File: config.mk
export PLATFORM = sky130hd
export DESIGN_NAME = sr_flag_bank
export DESIGN_NICKNAME = d
export VERILOG_FILES = /design/src/rtl/sr_pkg.sv /design/src/rtl/sr_cell.sv /design/src/rtl/sr_flag_bank.sv
export SDC_FILE = /design/constraint.sdc
export NUM_CORES = 1
export LEC_CHECK = 0
export CAP_MARGIN = 15
export CORE_MARGIN = 3
export CORE_UTILIZATION = 40
export CTS_BUF_LIST = sky130_fd_sc_hd__clkbuf_4
export DETAILED_ROUTE_END_ITERATION = 10
export MAX_ROUTING_LAYER = met4
export PLACE_DENSITY = 0.73
export REMOVE_ABC_BUFFERS = 1
export SYNTH_ARGS = -nofsm -noshare
export SYNTH_HDL_FRONTEND = slang
export SYNTH_SLANG_ARGS = --single-unit
File: constraint.sdc
create_clock -name clk -period 4.5 [get_ports clk]
set_clock_uncertainty 0.15 [all_clocks]
set_input_delay 0.9 -clock clk [delete_from_list [all_inputs] [get_ports clk]]
set_output_delay 0.9 -clock clk [all_outputs]
set_load 0.05 [all_outputs]
File: src/rtl/sr_pkg.sv
// -----------------------------------------------------------------------------
// sr_pkg -- shared definitions for the SR flag bank.
//   * MODE_* : what a channel does when set and reset are active together.
//   * satInc : saturating increment used by the per-channel event counters.
// -----------------------------------------------------------------------------
package sr_pkg;

  localparam logic [1:0] MODE_RDOM   = 2'd0;  // reset wins -> 0
  localparam logic [1:0] MODE_SDOM   = 2'd1;  // set wins   -> 1
  localparam logic [1:0] MODE_TOGGLE = 2'd2;  // both       -> ~q
  localparam logic [1:0] MODE_HOLD   = 2'd3;  // both       -> q

  // Increment value, stopping at the all-ones value of a counter of 'width'
  // bits. The operand is zero-extended to 32 bits by the caller.
  function automatic logic [31:0] satInc(input logic [31:0] value,
                                         input int unsigned width);
    logic [31:0] maxVal;
    if (width >= 32'd32) begin
      maxVal = 32'hFFFF_FFFF;
    end else begin
      maxVal = (32'd1 << width) - 32'd1;
    end
    if (value >= maxVal) begin
      satInc = maxVal;
    end else begin
      satInc = value + 32'd1;
    end
  endfunction

endpackage

File: src/rtl/sr_cell.sv
// -----------------------------------------------------------------------------
// sr_cell -- one SR flag channel.
//   clk, rst_n : clock, asynchronous active-low reset
//   en         : update enable for q (also gates rise and counting)
//   s, r       : set / reset request for this channel
//   cntClr     : synchronous clear of the event counter
//   q          : registered channel state
//   rise       : registered one-cycle pulse when q goes 0->1
//   cnt        : saturating count of q 0->1 transitions
// -----------------------------------------------------------------------------
module sr_cell
  import sr_pkg::*;
#(
  parameter int          MODE  = 0,
  parameter int          EDGE  = 0,
  parameter int unsigned CNT_W = 4
) (
  input  logic             clk,
  input  logic             rst_n,
  input  logic             en,
  input  logic             s,
  input  logic             r,
  input  logic             cntClr,
  output logic             q,
  output logic             rise,
  output logic [CNT_W-1:0] cnt
);

  localparam logic [1:0] MODE_L = 2'(MODE);

  logic             sD_r;
  logic             rD_r;
  logic             q_r;
  logic             rise_r;
  logic [CNT_W-1:0] cnt_r;

  logic             sEff_s;
  logic             rEff_s;
  logic             qNext_s;
  logic             incr_s;
  logic [CNT_W-1:0] cntNext_s;

  // Request history for edge detection; sampled every cycle even with en low,
  // so an edge that happens while disabled is consumed and lost.
  always_ff @(posedge clk or negedge rst_n) begin
    if (!rst_n) begin
      sD_r <= 1'b0;
      rD_r <= 1'b0;
    end else begin
      sD_r <= s;
      rD_r <= r;
    end
  end

  // Effective requests: raw levels, or rising edges only.
  always_comb begin
    sEff_s = s;
    rEff_s = r;
    if (EDGE == 32'sd1) begin
      sEff_s = s & ~sD_r;
      rEff_s = r & ~rD_r;
    end else begin
      sEff_s = s;
      rEff_s = r;
    end
  end

  // Next channel state, with MODE resolving the set+reset collision.
  always_comb begin
    qNext_s = q_r;
    case ({sEff_s, rEff_s})
      2'b10: qNext_s = 1'b1;
      2'b01: qNext_s = 1'b0;
      2'b11: begin
        case (MODE_L)
          MODE_RDOM:   qNext_s = 1'b0;
          MODE_SDOM:   qNext_s = 1'b1;
          MODE_TOGGLE: qNext_s = ~q_r;
          MODE_HOLD:   qNext_s = q_r;
          default:     qNext_s = q_r;
        endcase
      end
      default: qNext_s = q_r;
    endcase
  end

  // A 0->1 transition only happens when the update is enabled; that single
  // condition drives both the rise pulse and the counter.
  always_comb begin
    incr_s    = en & qNext_s & ~q_r;
    cntNext_s = cnt_r;
    if (cntClr) begin
      // Clear wins over the old value but still records a coincident event.
      cntNext_s = incr_s ? CNT_W'(1'b1) : '0;
    end else if (incr_s) begin
      cntNext_s = CNT_W'(satInc(32'(cnt_r), CNT_W));
    end else begin
      cntNext_s = cnt_r;
    end
  end

  // Channel state, rise pulse and event counter registers.
  always_ff @(posedge clk or negedge rst_n) begin
    if (!rst_n) begin
      q_r    <= 1'b0;
      rise_r <= 1'b0;
      cnt_r  <= '0;
    end else begin
      if (en) begin
        q_r <= qNext_s;
      end else begin
        q_r <= q_r;
      end
      rise_r <= incr_s;
      cnt_r  <= cntNext_s;
    end
  end

  assign q    = q_r;
  assign rise = rise_r;
  assign cnt  = cnt_r;

endmodule

File: src/rtl/sr_flag_bank.sv
// -----------------------------------------------------------------------------
// sr_flag_bank -- bank of WIDTH independent SR flags with event counters.
//   clk, rst_n : clock, asynchronous active-low reset
//   en         : update enable for q
//   s, r       : per-channel set / reset requests
//   cnt_clr    : synchronous clear of all event counters
//   sel        : counter read select (values >= WIDTH read as 0)
//   q, q_n     : registered channel state and its complement
//   rise       : registered one-cycle pulse per channel on q 0->1
//   any_q      : OR of all q bits
//   cnt        : event counter of channel sel
// -----------------------------------------------------------------------------
module sr_flag_bank
  import sr_pkg::*;
#(
  parameter int          WIDTH = 8,
  parameter int          MODE  = 0,
  parameter int          EDGE  = 0,
  parameter int unsigned CNT_W = 4,
  parameter int          SEL_W = (WIDTH > 1) ? $clog2(WIDTH) : 1
) (
  input  logic             clk,
  input  logic             rst_n,
  input  logic             en,
  input  logic [WIDTH-1:0] s,
  input  logic [WIDTH-1:0] r,
  input  logic             cnt_clr,
  input  logic [SEL_W-1:0] sel,
  output logic [WIDTH-1:0] q,
  output logic [WIDTH-1:0] q_n,
  output logic [WIDTH-1:0] rise,
  output logic             any_q,
  output logic [CNT_W-1:0] cnt
);

  logic [CNT_W-1:0] cntArr_s [WIDTH];

  for (genvar g = 0; g < WIDTH; g++) begin : gCell
    sr_cell #(
      .MODE  (MODE),
      .EDGE  (EDGE),
      .CNT_W (CNT_W)
    ) uCell (
      .clk    (clk),
      .rst_n  (rst_n),
      .en     (en),
      .s      (s[g]),
      .r      (r[g]),
      .cntClr (cnt_clr),
      .q      (q[g]),
      .rise   (rise[g]),
      .cnt    (cntArr_s[g])
    );
  end

  // q_n is derived from the same register as q, so 1/1 can never appear.
  assign q_n   = ~q;
  assign any_q = |q;

  // Counter read mux; a select beyond the bank falls through to zero.
  always_comb begin
    cnt = '0;
    for (int i = 32'sd0; i < WIDTH; i++) begin
      if (32'(sel) == 32'(i)) begin
        cnt = cntArr_s[i];
      end else begin
        cnt = cnt;
      end
    end
  end

endmodule

======== Yosys cells after proc, flatten, opt, wreduce, memory -nomap -nowiden ========
Cells that the tools add are included.
storage, ports and cells
  register bits ........................... 48
  input port bits ......................... 23
  logic and storage cells ................. 178
operators by class
  add/subtract/negate cells ............... 8
  order comparisons ....................... 8
  equal/unequal tests ..................... 31
  muxes and demuxes ....................... 64
  bitwise gates (word level) .............. 25
  reduce and logical (&&, ||, !) cells .... 18
operators with widths
  operator                                                                number
  32-bit 2-to-1 mux                                                       16
  4-bit by 32-bit >= comparator with 1-bit output                         8
  4-bit 2-to-1 mux                                                        32
  4-bit by 1-bit adder with 4-bit output (second input constant)          8
  2-bit equality test (second input constant)                             16
  1-bit AND                                                               16
  2-bit by 1-bit equality test with 1-bit output (second input constant)  8
  1-bit one-hot mux with 2 select lines                                   8
  2-bit nonzero test                                                      8
  2-bit OR reduction                                                      8
  3-bit equality test (second input constant)                             4
  1-bit 2-to-1 mux                                                        8
  1-bit inverter                                                          8
  8-bit inverter                                                          1
  8-bit OR reduction                                                      1
  3-bit by 2-bit equality test with 1-bit output (second input constant)  2
  3-bit by 1-bit equality test with 1-bit output (second input constant)  1
  3-bit logical NOT                                                       1

======== Logic depth before layout (Yosys ltp) ========
Gate-level depths: netlist of the first run.
  depth after elaboration ................. 11
  mapped depth ............................ 5
  mapped depth without buffers ............ 4

======== Hierarchy ========
A second synthesis of the first run with hierarchy kept.
second synthesis, totals
  cell total of the unflattened synthesis .. 242
  area, all modules ....................... 2642.5 um^2
modules (own cells, without submodules)
  module        times used  cells an instance  area each (um^2)  sequential area each (um^2)
  sr_cell       8           25                 286.5             150.1
  sr_flag_bank  1           42                 350.3             0.0

======== Worst setup path after synthesis of the first run ========
OpenSTA, ideal clock, no wires.
  path type ............................... input to output
  start ................................... in sel[0]
  end ..................................... out cnt[1]
  data arrival time ....................... 2.679 ns
  slack ................................... 0.771 ns
  cell stages on the path ................. 5
  path buffers ............................ 2
  path through ............................ buf_2 -> buf_2 -> nand3b_1 -> o211a_1 -> o31ai_1
on the way
  longest elaborated chain between the ends .. 9
  elaborated cells on any way between the ends .. 16
  those cells by class .................... eq/ne: 7; mux: 8; reduce/logical: 1
ends and longest elaborated chain
  element                        RTL line            source
  start: declaration             sr_flag_bank.sv:28  input logic [SEL_W-1:0] sel,
  3-bit logical NOT              sr_flag_bank.sv:64  if (32'(sel) == 32'(i)) begin
  4-bit 2-to-1 mux (7 in a row)  sr_flag_bank.sv:64
  4-bit 2-to-1 mux (*)           sr_flag_bank.sv:64
  end: declaration               sr_flag_bank.sv:33  output logic [CNT_W-1:0] cnt
Every way passes the cells marked *; elsewhere a longest branch is shown, timed or not.

======== Worst setup path after layout of the first run ========
  start ................................... in sel[0]
  end ..................................... out cnt[0]
The elaborated chain is that of the path after synthesis.

==> impl_metrics.csv, run 1 <==
group,metric,value,unit
run_status,outcome,"complete, no violations",
clocking,cts_buffers,5,
setup_path,critical_path_required,3450,ps
yosys,syn-cell-area,0.00268,sq mm
power_and_ir_drop,swShare,0.337,
floorplanning,rows,29,
yosys,avgSynthCellArea,10.3,sq um
setup_path,worstSetupEndpointType,"output port",
detailed_routing,post-route-drc-count,0,
detailed_routing,drt_iter0_drc,155,
sta,tns,0,ps
power_and_ir_drop,total_power,0.899,mW
clocking,cts_tree,"built",
sta,fin_crit,3980,ps
yosys,ys.flop_type,"dfrtp_1",
clocking,clkTransAtPathRegs,140,ps
yosys,synthCells,259,
yosys,synth_edf_count,0,
sta,relSlewSlack,0.522,
worst_hold_path,hold_class,"input pin to async pin",
clocking,ctsHoldBuffers,0,
sta,fin_crit_sh,0.884,
clocking,cts_resized,0,
clocking,root_buffer,"clkbuf_4",
clocking,clk_latency,370,ps
final_layout,layout.nets,323,
power_and_ir_drop,power.density,283,mW/mm^2
global_route,grt_max_degree,36,
floorplanning,die_area,0.00771,sq mm
floorplanning,die_h,87.8,microns
floorplanning,io_pins,52,
final_layout,diodes,0,
power_and_ir_drop,p_switching,0.303,mW
setup_path,r2r_start,"gCell[6].uCell.q",
global_route,grt_first_pass_wirelength,9870,microns
yosys,ys_async_sr_fraction,1.00,
yosys,yosysMostFrequentCell,"dfrtp_1",
yosys,yosysSeqAreaShare,0.449,
global_route,track_usage,0.167,
final_layout,final.fill_count,588,
final_layout,syn2layout_area_growth,18.6,%
yosys,synth_top_cell_area_share,0.449,
place,hpwl,4310,microns
setup_path,worstRegToRegCells,3,
floorplanning,coreArea,0.00642,sq mm
place,port_buffers,51,
detailed_routing,viasPerCell,5.76,
final_layout,multi_input_area,0.00121,sq mm
power_and_ir_drop,clockPowerShare,0.223,
sta,worst_pin_slew,715,ps
sta,fmax,251,MHz
yosys,synth_area_leaders,"dfrtp_1, a21oi_1, buf_4",
detailed_routing,wl,5870,microns
yosys,yosys_register_bits,48,
setup_path,cp.arrival,2930,ps
sta,rsz0062_at_grt,"no",
power_and_ir_drop,max-vdd-ir-drop,0.155,mV
setup_path,cp_max_fo,10,
power_and_ir_drop,power.internal,0.596,mW
sta,setup_viol_count_final,0,
power_and_ir_drop,pwr-share-seq,0.528,
final_layout,drive_gt1_frac,0.102,
detailed_routing,via_count,2132,
floorplanning,fp.dieW,87.8,microns
setup_path,worst_setup_path_start_kind,"input pin",
setup_path,rrSetupSlack,2930,ps
clocking,cts_num_sinks,48,
global_route,grt_pass1_vias,2100,
run,maxCapViolCount,0,
power_and_ir_drop,p_leak,1.44,nW
yosys,yosysUniqueCellTypes,35,
yosys,ys_warn_count,0,
power_and_ir_drop,p_comb_frac,0.248,
place,gp_congestion,0.806,
global_route,grt-ovfl-total,0,
global_route,antenna_found_initial,0,
floorplanning,initial_core_util,0.417,
place,place_area,0.00312,sq mm
detailed_routing,wl_per_cell,15.9,microns
sta,timing.final.hold_violations,0,
yosys,synth_top_area_cell,"dfrtp_1",
final_layout,seqCellArea,0.00120,sq mm
clocking,cts_setup_buffers,0,
sta,finalMaxSlewViolations,0,
setup_path,reg2reg_to,"gCell[6].uCell.cnt[0]",
yosys,synth_commonest_cells,"dfrtp_1, a21oi_1, buf_4, inv_1, nor3_1",
clocking,clock_path_buffers,2,
detailed_routing,drt_pass1_iterations,4,
final_layout,finalInstanceArea,0.00317,sq mm
detailed_routing,drtAntennaViolNets,0,
clocking,htreeDepth,2,
setup_path,critPathKind,"input pin to output port",
logic make-up after synthesis:
logic type	after synthesis	synth area share
multiplexers	13	0.0612
flip-flops	48	0.449
AO/OA/AOI/OAI	74	0.177
buffers and inverters	48	0.0986
AND/OR/NAND/NOR	68	0.177
adder cells (fa/ha/maj)	8	0.0374
worst max path at each step:
stage	start	to	slack, ps	cells past startpoint
2_1_floorplan	sel[1]	cnt[1]	1040	3
3_3_place_gp	sel[1]	cnt[0]	570	5
3_5_place_dp	sel[0]	cnt[3]	510	5
4_1_cts	sel[0]	cnt[3]	510	5
5_1_grt	sel[2]	cnt[3]	420	6
6_report	sel[0]	cnt[0]	520	5
area by class of cell:
| type | instances | area share |
|---|---|---|
| Timing Repair Buffer | 57 | 0.172 |
| Clock buffer | 5 | 0.0118 |
| Tap cell | 77 | 0.0304 |
| Clock inverter | 3 | 0.00591 |
| Sequential cell | 48 | 0.378 |
| Inverter | 17 | 0.0201 |
| Multi-Input combinational cell | 163 | 0.382 |
critical path: stages:
cell,delay [ps]
clkdlybuf4s50_1,710
mux2i_1,120
o21ai_0,190
a32o_1,200
clkdlybuf4s50_1,800
metal layers:
| metal | vias up | global-route usage | part of all wire |
|---|---|---|---|
| met5 | - | - | 0 |
| met2 | 74 | 0.238 | 0.43 |
| met3 | 6 | 0.0386 | 0.066 |
| met4 | 0 | 0.0502 | 0.0046 |
| met1 | 1029 | 0.236 | 0.50 |
| li1 | 1023 | - | - |
cells in the final DEF (no fill, tap or decap), types with 3 or more instances in the layout:
| cell | count |
|---|---|
| a21oi_1 | 38 |
| a311oi_1 | 4 |
| a31oi_1 | 8 |
| a41oi_1 | 4 |
| and3_1 | 4 |
| and4b_1 | 8 |
| and4bb_1 | 3 |
| buf_4 | 8 |
| clkbuf_4 | 5 |
| clkdlybuf4s50_1 | 48 |
| dfrtp_1 | 48 |
| ha_1 | 8 |
| inv_1 | 17 |
| mux2_2 | 7 |
| mux2i_1 | 4 |
| nand2_1 | 5 |
| nand3_1 | 8 |
| nand4bb_1 | 4 |
| nor2b_1 | 10 |
| nor3_1 | 12 |
| nor4_1 | 4 |
| nor4b_1 | 4 |
| o21ai_0 | 6 |
| o221a_2 | 4 |
power groups by stage:
stage	Combinational [mW]	Clock [mW]	Sequential (mW)
after floorplan	0.0896	0	0.515
after global placement	0.221	0	0.482
after detailed placement	0.225	0	0.483
after CTS	0.225	0.213	0.475
after global routing	0.240	0.231	0.479
final	0.223	0.201	0.475
sequential cells by signal, summed over array words and instances (netlist names):
signal / cells
gCell.uCell.cnt: 32
gCell.uCell.q: 8
gCell.uCell.rise: 8
per-stage QoR:
step,setup slack [ps],util,hold slack (ps),instances
floorplan,1040,-,370,228
global placement,569,0.485,427,362
detailed placement,510,0.485,414,362
CTS,514,0.494,243,370
global route,420,0.494,239,370
finish,521,0.494,244,370
No activity file was read; power rests on OpenSTA's default activity.
==> inputs of run 2 (changes only) <==
--- a/config.mk
+++ b/config.mk
@@ -7,11 +7,11 @@
 export LEC_CHECK = 0
 export CAP_MARGIN = 15
 export CORE_MARGIN = 3
-export CORE_UTILIZATION = 40
+export CORE_UTILIZATION = 51
 export CTS_BUF_LIST = sky130_fd_sc_hd__clkbuf_4
 export DETAILED_ROUTE_END_ITERATION = 10
 export MAX_ROUTING_LAYER = met4
-export PLACE_DENSITY = 0.73
+export PLACE_DENSITY = 0.88
 export REMOVE_ABC_BUFFERS = 1
 export SYNTH_ARGS = -nofsm -noshare
 export SYNTH_HDL_FRONTEND = slang
==> constraint.sdc (replaced) <==
create_clock -name clk -period 4.3 [get_ports clk]
set_clock_uncertainty 0.15 [all_clocks]
set_input_delay 0.86 -clock clk [delete_from_list [all_inputs] [get_ports clk]]
set_output_delay 0.86 -clock clk [all_outputs]
set_load 0.05 [all_outputs]
==> impl_metrics.csv, run 2 (synthesis results as in run 1) <==
group,metric,value,unit
run_status,outcome,"complete, no violations",
place,gp_congestion,0.806,
final_layout,drive_gt1_frac,0.103,
setup_path,slowest_delay,890,ps
global_route,track_usage,0.208,
floorplanning,coreArea,0.00491,sq mm
final_layout,final_cells,358,
run,maxCapViolCount,0,
floorplanning,die_h,78.4,microns
floorplanning,rows,25,
sta,worst_pin_slew,687,ps
power_and_ir_drop,max-vdd-ir-drop,0.242,mV
sta,setup_viol_count_final,0,
sta,timing.final.hold_violations,0,
global_route,antenna_found_initial,0,
global_route,grt_first_pass_wirelength,9920,microns
clocking,clk_latency,370,ps
setup_path,path_cells,"clkdlybuf4s50_1 > mux2i_1 > o211a_1 > o31ai_1 > buf_12",
setup_path,critPathKind,"input pin to output port",
detailed_routing,drt_pass1_iterations,5,
floorplanning,die_area,0.00615,sq mm
place,place_ws,530,ps
final_layout,largest_reg_flops,32,
final_layout,final_common_cell,"dfrtp_1",
final_layout,fin_util,0.650,
final_layout,final_cell_mix,"dfrtp_1, clkdlybuf4s50_1, a21oi_1",
setup_path,critical_path_required,3290,ps
place,hpwl,4210,microns
global_route,grt_max_degree,49,
final_layout,layout.nets,321,
clocking,ctsHoldBuffers,0,
power_and_ir_drop,p_leak,1.45,nW
sta,rsz0062_at_grt,"no",
setup_path,worst_setup_path_start_kind,"input pin",
clocking,cts_resized,0,
final_layout,multi_input_area,0.00121,sq mm
place,port_buffers,51,
clocking,clock_path_buffers,2,
clocking,cts_num_sinks,48,
setup_path,cp_max_fo,19,
clocking,cts_setup_buffers,0,
floorplanning,initial_core_util,0.545,
final_layout,diodes,0,
clocking,cts_buffers,5,
sta,fin_crit,3810,ps
detailed_routing,drt_iter0_drc,165,
sta,tns,0,ps
power_and_ir_drop,total_power,1.00,mW
final_layout,final.fill_count,395,
setup_path,crit_slowest_cell,"clkdlybuf4s50_1",
sta,fin_crit_sh,0.887,
place,place_inst,349,
setup_path,worstSetupEndpointType,"output port",
clocking,htreeDepth,2,
setup_path,cp_num_buf_inv,2,
global_route,grt-ovfl-total,0,
floorplanning,fp.dieW,78.4,microns
sta,hold_slack,153,ps
detailed_routing,via_count,2139,
sta,fmax,262,MHz
clocking,clkTransAtPathRegs,140,ps
floorplanning,io_pins,52,
setup_path,crit_family,"buffers and inverters",
detailed_routing,wl,5850,microns
setup_path,rrSetupSlack,2660,ps
global_route,grt_pass1_vias,2116,
sta,relSlewSlack,0.541,
final_layout,finalInstanceArea,0.00319,sq mm
detailed_routing,viasPerCell,5.97,
final_layout,syn2layout_area_growth,19.2,%
setup_path,cp.arrival,2800,ps
worst_hold_path,hold_class,"input pin to async pin",
detailed_routing,wl_per_cell,16.3,microns
sta,timing.final.ws_setup,486,ps
detailed_routing,drtAntennaViolNets,0,
clocking,cts_tree,"built",
detailed_routing,post-route-drc-count,0,
power_and_ir_drop,power.density,315,mW/mm^2
final_layout,seqCellArea,0.00120,sq mm
sta,finalMaxSlewViolations,0,
clocking,root_buffer,"clkbuf_4",
place,place_area,0.00309,sq mm
==> run 2: changes by cell type in the layout (fill, tap and decap cells not counted), sizes merged <==
cell           before  now
bufinv              0    1
clkdlybuf4s50      48   46
clkbuf              5    6
clkinv              3    1
==> run 2: power breakdown <==
group / leakage, nW / switching (mW) / internal (mW)
Combinational: 0.761 / 0.146 / 0.0905
Sequential: 0.646 / 0.0249 / 0.472
Clock: 0.0456 / 0.142 / 0.128
==> run 2: final timing paths <==
kind | start | to | depth (start not counted)
min reg2reg | gCell[5].uCell.cnt[0] | gCell[5].uCell.cnt[0] | 1
max reg2reg | gCell[3].uCell.q | gCell[3].uCell.cnt[0] | 4
max in group asynchronous | rst_n | gCell[1].uCell.rise | 2
max | sel[1] | cnt[1] | 5
min | rst_n | gCell[2].uCell.rise | 1
min in group clk | gCell[5].uCell.cnt[0] | gCell[5].uCell.cnt[0] | 1
==> run 2: cell type report <==
type / instances / area share
clock buffers: 6 / 0.0141
clock inverters: 2 / 0.0110
multi-input cells: 163 / 0.380
inverters: 17 / 0.0200
well taps: 67 / 0.0263
repair buffers: 55 / 0.173
flip-flops and latches: 48 / 0.376
==> run 2: layer usage <==
metal | vias to the layer above | track usage | share of wire
li1 | 1022 | - | -
met1 | 1040 | 0.266 | 0.46
met2 | 70 | 0.315 | 0.47
met3 | 7 | 0.0539 | 0.062
met4 | 0 | 0.0892 | 0.015
met5 | - | - | 0
==> inputs of run 3 (changes only) <==
--- a/config.mk
+++ b/config.mk
@@ -10,6 +10,7 @@
 export CORE_UTILIZATION = 51
 export CTS_BUF_LIST = sky130_fd_sc_hd__clkbuf_4
 export DETAILED_ROUTE_END_ITERATION = 10
+export GPL_ROUTABILITY_DRIVEN = 0
 export MAX_ROUTING_LAYER = met4
 export PLACE_DENSITY = 0.88
 export REMOVE_ABC_BUFFERS = 1
==> results of run 3 <==
The final DEF is identical to that of run 2; final timing and power are the same.
==> edit, RTL diff (config.mk and constraints of run 3) <==
Register the output `q_n`, without a reset; this adds one clock of latency there. The other outputs are not delayed to match. Comments in the files are not updated.
--- a/src/rtl/sr_flag_bank.sv
+++ b/src/rtl/sr_flag_bank.sv
@@ -55,5 +55,7 @@
 
   // q_n is derived from the same register as q, so 1/1 can never appear.
-  assign q_n   = ~q;
+  always_ff @(posedge clk) begin
+    q_n <= ~q;
+  end
   assign any_q = |q;
 
Behaviour: not the same (Yosys sat finds a counterexample within 4 cycles, from zero or initial values and one cycle with rst_n low).
==> edit against run 3 <==
  * Worst setup slack lost 0.22 ns
  * Routed wire length decreased by 2.8%
  * Sequential cell count up 8
  * Synthesized area is 6.0% higher
  * Count of clock-buffer cells in the layout did not move
  * Design area up 5.3%
  * Total power is 8.6% higher
  * Utilization decreased by 0.83 points
  * Critical path type unchanged
==> edit: results (changes against run 3) <==
----------------------------------------------------
[Clock network]
  Clk_lat worst skew ... 0.36 ns
  Cts bufs inserted ... 5 (unchanged)
  Library cell used as clock root buffer ... clkbuf_4
  Post-CTS setup buffer count ... 0 (unchanged)
  Clock slew at the register clock pins of the worst setup and hold paths ... 0.15 ns

[Global route]
  Met3 usage in global routing ... 5.94% (+0.55 points)
  Global-route wire length before repair ... 9.84 mm (-0.77%)
  Vias in the first global route ... 2052 (-3.0%)
  Grt met2 use ... 30.2% (-1.3 points)
  Global routing usage on met1 ... 27.9% (+1.3 points)
  Antenna violations before repair ... 0 (unchanged)
  Overall fraction of global-route tracks in use ... 20.3% (-0.50 points)
  Pin count of the biggest net entering global routing ... 49 (unchanged)

[Power]
  Worst vdd rail ir drop ... 0.205 mV (-15%)
  Leak Pwr ... 1.55 nW (+6.3%)

[Placement]
  Placed Instance Area ... 3260 um2 (+5.5%)
  Pre-CTS WS ... 0.277 ns (-0.253 ns)
  Cell Count Post-Placement ... 342 (-2.0%)
  Post-DP HPWL ... 4.20 mm (-0.21%)
  Input/output buffers ... 51 (unchanged)

[Final layout]
  Max FFs per register ... 32 (unchanged)
  Final Non-Filler Cells ... 351 (-2.0%)
  Net count reported at finish ... 311 (-3.1%)
  Share of layout cells above drive strength 1 ... 15.3% (+5.0 points)

[Logic synthesis]
  Leading post-synthesis cells by cell area ... dfrtp_1, dfxtp_1, mux4_1
  Netlist cell types ... 33 (-5.7%)
  Sequential fraction of the synthesis area ... 48.0% (+3.1 points)
  Post-synth top cells ... dfrtp_1, nand2_1, a21oi_1
  Synthesized area per cell ... 11.6 um2 (+12%)
  Synthesis Warnings ... 0 (unchanged)
  Share of async-settable or async-resettable flops after synthesis ... 85.7% (-14 points)

[Critical path]
  Cell family with the largest share of critical-path delay ... buffers and inverters
  Crit Path Max Fanout ... 11 (-8)
  Slowest stage cell, crit path ... clkdlybuf4s50_1
  Launching instance or port of the critical path ... sel[1]
  Startpoint type of the worst setup path ... input pin
  Origin of the critical flop-to-flop path ... gCell[0].uCell.q$_DFFE_PN0P_
  Arrival @ worst endpoint ... 3.03 ns (+0.23 ns)
  CP max stage delay ... 0.82 ns (-0.07 ns)

[Detailed routing]
  Initial drt markers ... 159 (-3.6%)
  Post-detailed-route via-to-cell ratio ... 5.71 (-4.5%)
  Total detailed-routing wirelength ... 5.69 mm (-2.8%)
  First-pass iteration count of the detailed router ... 4 (-1)

[Outcome]
  Status ... finished clean

[Min path]
  Hold crit path type ... in2async

[Timing]
  Actual transition at the worst max-transition pin ... 0.604 ns (-0.0830 ns)

----------------------------------------------------
## edit: area by class of cell
class                   instances  area [um2]
fillers                       415        1880
flip-flops and latches         56        1360
multi-input cells             153        1260
repair buffers                 54         533
well taps                      70        87.6
clock buffers                   6        45.0
inverters                      10        37.5
clock inverters                 2        35.0
## edit: final timing paths
| check | slack (ns) | depth (start not counted) | to |
|---|---|---|---|
| setup / recovery | 0.26 | 6 | cnt[1] |
| hold / removal | 0.16 | 1 | gCell[4].uCell.cnt[1]$_DFFE_PN0P_ |
| setup reg to reg | 2.79 | 4 | gCell[0].uCell.cnt[3]$_DFFE_PN0P_ |
| hold reg to reg | 0.37 | 1 | q_n[7]$_DFF_P_ |
| max in group asynchronous | 3.37 | 2 | gCell[1].uCell.cnt[0]$_DFFE_PN0P_ |
| min in group clk | 0.37 | 1 | q_n[7]$_DFF_P_ |
## edit: worst reg2reg max path: cells and delay by family, from the launching register on
| kind | cells | cell delay [ns] |
|---|---|---|
| flops | 1 | 0.45 |
| mux | 1 | 0.19 |
| simple gates | 3 | 0.61 |
## edit: cells by family after synthesis
logic type,Yosys count,synth area share (%)
AO/OA/AOI/OAI,40,10.1
adder cells (fa/ha/maj),8,3.53
buffers and inverters,36,7.59
flip-flops,56,48.0
multiplexers,21,11.8
AND/OR/NAND/NOR,84,19.0
## edit: per-layer routing
metal / wire (um) / vias up
met4: 43 / 0
met2: 2530 / 68
met5: 0 / -
li1: - / 962
met3: 380 / 5
met1: 2730 / 968
## edit: where the power goes
part           switching [mW]  internal (mW)  leakage [nW]
sequential             0.0273          0.554         0.714
combinational           0.139         0.0870         0.785
clock                   0.153          0.129        0.0456
